<file path="config.mk">
export PLATFORM = sky130hd
export DESIGN_NAME = instr_fetch
export DESIGN_NICKNAME = d
export VERILOG_FILES = /design/src/rtl/instr_fetch.sv
export SDC_FILE = /design/constraint.sdc
export NUM_CORES = 1
export LEC_CHECK = 0
export BUFFER_PORTS_ARGS = -buffer_cell sky130_fd_sc_hd__buf_2
export CORE_ASPECT_RATIO = 1.25
export CORE_MARGIN = 3
export CORE_UTILIZATION = 40
export CTS_CLUSTER_DIAMETER = 100
export DETAILED_ROUTE_END_ITERATION = 10
export PLACE_DENSITY = 0.66
export SLEW_MARGIN = 5
export SYNTH_ARGS = -nofsm -noshare
export SYNTH_HDL_FRONTEND = slang
export SYNTH_SLANG_ARGS = --single-unit
</file>
<file path="constraint.sdc">
create_clock -name clk -period 2.1 [get_ports clk]
set_input_delay 0.105 -clock clk [delete_from_list [all_inputs] [get_ports clk]]
set_output_delay 0.105 -clock clk [all_outputs]
set_load 0.05 [all_outputs]
</file>
<file path="src/rtl/instr_fetch.sv">
// Instruction fetch stage: owns the PC, reads one word per controller request
// through a single-outstanding request/valid handshake with instruction memory.
module instr_fetch #(
    parameter logic [31:0] ResetVector = 32'h0000_0000
) (
    input  logic        clk,
    input  logic        res,
    input  logic        instr_req,
    output logic        instr_valid,
    output logic [31:0] instr_read,
    output logic [31:0] pc,
    input  logic        pc_enable,
    input  logic        branch_taken,
    input  logic [31:0] branch_target,
    output logic        imem_req,
    output logic [31:0] imem_addr,
    input  logic [31:0] imem_rdata,
    input  logic        imem_rvalid,
    output logic        fetch_error,
    output logic [31:0] retired
);

    typedef logic [31:0] instr_t;

    typedef enum logic [2:0] {
        IDLE,
        ISSUE,
        WAIT,
        DONE,
        ERROR
    } state_t;

    state_t      state_q, state_d;
    logic [31:0] pc_q, pc_d;
    instr_t      instr_q, instr_d;
    logic        error_q, error_d;
    logic [31:0] retired_q, retired_d;

    always_ff @(posedge clk) begin
        if (res) begin
            state_q   <= IDLE;
            pc_q      <= ResetVector;
            instr_q   <= '0;
            error_q   <= 1'b0;
            retired_q <= '0;
        end else begin
            state_q   <= state_d;
            pc_q      <= pc_d;
            instr_q   <= instr_d;
            error_q   <= error_d;
            retired_q <= retired_d;
        end
    end

    // A PC update in IDLE wins over a simultaneous request, so the fetch that
    // follows always sees the new PC.
    always_comb begin
        state_d   = state_q;
        pc_d      = pc_q;
        instr_d   = instr_q;
        error_d   = error_q;
        retired_d = retired_q;
        unique case (state_q)
            IDLE: begin
                if (pc_enable) begin
                    pc_d      = branch_taken ? branch_target : pc_q + 32'd4;
                    retired_d = retired_q + 32'd1;
                end else if (instr_req) begin
                    if (pc_q[1:0] == 2'b00) begin
                        state_d = ISSUE;
                    end else begin
                        state_d = ERROR;
                        error_d = 1'b1;
                    end
                end
            end
            ISSUE: state_d = WAIT;
            WAIT: begin
                if (imem_rvalid) begin
                    instr_d = imem_rdata;
                    state_d = DONE;
                end
            end
            DONE:    state_d = IDLE;
            ERROR:   state_d = ERROR;
            default: state_d = IDLE;
        endcase
    end

    assign imem_req    = (state_q == ISSUE);
    assign imem_addr   = pc_q;
    assign instr_valid = (state_q == DONE);
    assign instr_read  = instr_q;
    assign pc          = pc_q;
    assign fetch_error = error_q;
    assign retired     = retired_q;

endmodule

</file>
==> results.md <==
- Yosys top cell area share: 0.409
- Met2 wire len: 7.35 mm
- Pint: 3.47 mW
- I/O pins: roughly 200
- WP data required: 2.38 ns
- Netlist area before placement: 4900 sq um
- Sw frac: 0.406
- Clock Path Buffers: 2
- Reg2Reg Setup Slack: 0.18 ns
- Slew @ Worst Pin: 0.448 ns
- Worst R2R End: imem_addr[24]
- RSZ-0062 raised after global routing: false
- Hold Fails Final Rpt: 0
- Post-Route WL: between 10 and 15 mm
- Die area: 13,600 sq um
- Initial antenna violation count: 0
- Setup Viol. Count Final: 0
- Dpl hpwl: 10.4 mm
- HP Class: primary input to flop
- FF-to-FF path depth: 7
- Sequential Power Share: 0.384
- Worst Setup Start Kind: flop
- Gr ovfl total: 0
- Final-stage net count: 895
- Clk_lat worst skew: 0.34 ns
- Post-Syn Nets: 698
- #FFs+latches synth: 100
- Pre-CTS WS: 0.149 ns
- Hold Startpoint: imem_rdata[30]
- Hold slack: ~0.009 ns
- CP endpoint kind: flop
- Fin Clk Skew: approximately 0.0077 ns
- Num CTS Buffers: 9
- Sequential share of the synthesized area: 0.409
- Peak supply drop: 0.419 mV
- Maxcap violations: 0
- Highest routed layer: met4
- Layout cell share with drive strength beyond 1: 0.319
- Clock group share of total power: 0.279
- Root buf cell: clkbuf_16
- Pin count of the biggest net entering global routing: between 70 and 80
- Area leader, netlist: dfxtp_1
- Count of pins over their slew limit: 0
- Core Area: 11,800 sq um
- Critical setup path kind: flop to flop
- Asr flop ratio synth: 0
- Fmax: ~0.52 GHz
- CTS tree: built
- Worst hold endpoint: instr_read[30]
- Buffers on Ports: 200
- Post-synth EDFFs: 0
- Final core area utilization: 0.560
- Routed wl met3: 968 um
- Setup bufs post-CTS: 0
- Routed vias: 5,219
- Mean Syn Cell Area: 7.82 sq um
- DRC viols: 0
- Synth unique cells: 52
- Routability cong.: 0.922
- Total power per unit cell area: ~880 nW/um^2
- Pre-antenna DRT Iters: 5
- Vias in the first global route: 4,827
- Routed len/inst: 14.8 um
- H-Tree Depth: 3
- Synth warnings: 0
- CTS sink cnt: 100
- RR Startpoint: imem_addr[3]
- Status: finished, final reports clean
- Min Tclk post-route: approximately 1.9 ns
- Chip height: 130 um
- Leakage power of the design: 2.86 nW
- Ys flop type: dfxtp_1
- Width of the die: 105 um
- Final period utilization: 0.915
- M1 wire length: around 5.9 mm
- Area grow syn2layout: 34.6%
- GR Util All Layers: 0.206
- Setup slack after layout: 0.179 ns
- Crit-path max FO: 17
- First DRT Iteration DRCs: 220
- First-pass GRT wire length: 23.2 mm
- Overall Power: 5.83 mW
- Antenna Violating Nets Remaining: 0
- Rel. slew slack: 0.697
- Synth Instances: 626
- Worst EP arrival: 2.20 ns
- Vias per inst: 5.27
- Hold depth: 3
- Worst-path clk slew: 0.07 ns
- Switch Pwr: ~2.4 mW
- Comb power frac: 0.336
- Initial Util: 0.416
- Cell Rows: 44
- Synth area leaders: dfxtp_1 41%, nand2_1 8.0%, a21oi_1 6.2%, buf_4 5.1%, xnor2_1 4.3%
## worst max-delay path by stage
stage                   from             to  slack [ns]  depth (start not counted)
3_3_place_gp    imem_addr[2]  imem_addr[24]        0.22                          7
2_1_floorplan  imem_addr[10]  imem_addr[12]       -0.07                          5
3_5_place_dp    imem_addr[2]  imem_addr[24]        0.15                          7
6_report        imem_addr[3]  imem_addr[24]        0.18                          7
5_1_grt         imem_addr[3]  imem_addr[24]        0.04                          7
4_1_cts         imem_addr[2]  imem_addr[24]        0.13                          7
## routing by layer
| layer | GRT usage | up-vias |
|---|---|---|
| met5 | 0 | - |
| met4 | 0.107 | 0 |
| met3 | 0.0515 | 39 |
| met2 | 0.344 | 193 |
| met1 | 0.246 | 2428 |
| li1 | - | 2559 |
## layout by cell type (no fill, tap or decap), drive strengths merged, types with 23 or more instances in the layout
master | Yosys | routed
nand2 | 105 | 105
nand3 | 29 | 29
buf | 39 | 228
o21ai | 23 | 23
dlygate4sd3 | 0 | 30
a21oi | 61 | 61
nor3 | 26 | 26
xnor2 | 24 | 24
nor2 | 51 | 51
dfxtp | 100 | 100
## sequential cells by signal, summed over array words and instances, names as in the netlist
register	count
instr_read	32
state_q	3
imem_addr	32
retired	32
fetch_error	1
## power groups by stage
stage / Combinational, mW / Sequential [mW] / Clock [mW]
after global routing: 2.08 / 2.27 / 1.77
after CTS: 1.96 / 2.23 / 1.68
after global placement: 1.90 / 2.26 / 0
after floorplan: 1.02 / 2.74 / 0
after detailed placement: 1.91 / 2.27 / 0
final: 1.96 / 2.24 / 1.63
## stage by stage
step | cell area [sq um] | TNS [ns] | cells
finish | 6590 | 0 | 991
global route | 6590 | 0 | 989
CTS | 6570 | 0 | 989
detailed placement | 5980 | 0 | 943
global placement | 5980 | 0 | 943
floorplan | 4920 | -0.229 | 626
## kinds of logic (layout without fill, tap and decap cells)
family / count (synthesis) / count (layout) / synth area share
buffers and inverters: 85 / 287 / 0.0914
AO/OA/AOI/OAI: 136 / 136 / 0.166
multiplexers: 5 / 5 / 0.0102
other: 0 / 2 / 0
XOR/XNOR: 27 / 27 / 0.0483
flip-flops: 100 / 100 / 0.409
AND/OR/NAND/NOR: 271 / 271 / 0.270
adder cells (fa/ha/maj): 2 / 2 / 0.00511
## synthesized netlist by cell type (2+ instances only)
cell type	n
or2_2	2
nor4_2	2
inv_1	12
nor3_1	25
o22ai_1	5
a31oi_1	8
buf_2	4
nand4_1	11
a311oi_1	5
a211oi_1	9
buf_1	2
a21oi_1	61
nor2b_1	2
nor4_1	7
o211ai_1	2
nand3_1	29
o21ai_0	23
mux2i_1	5
xor2_1	3
buf_4	33
o311ai_0	2
o21a_1	4
or3_1	10
nor2_1	51
and4_1	8
dfxtp_1	100
clkbuf_1	33
xnor2_1	24
a21o_1	3
a22oi_1	3
and3_1	9
nand2_1	105
ha_1	2
o31ai_1	4
## critical path, stage by stage (launching register included)
cell     delay (ns)
dfxtp_2        0.40
ha_4           0.17
nand4_1        0.16
nor3_2         0.28
buf_12         0.18
nand3_1        0.09
or4_1          0.42
a31oi_1        0.16
## layout make-up
cell class,instances,area (sq um)
clock inverter,6,53.8
clock buffer,10,239
timing repair buffer,258,1550
multi-input combinational,441,2480
fill,1129,5190
tap,161,201
inverter,13,48.8
sequential,100,2010
antenna,2,5.00
## timing repair
item / 4_1_cts / 5_1_grt
hold buffers: 30 / 0
endpoints found under the setup margin: 0 / 1
hold endpoints to repair: 30 / 0
gates resized for setup: 0 / 3
No activity file was read; power rests on OpenSTA's default activity.
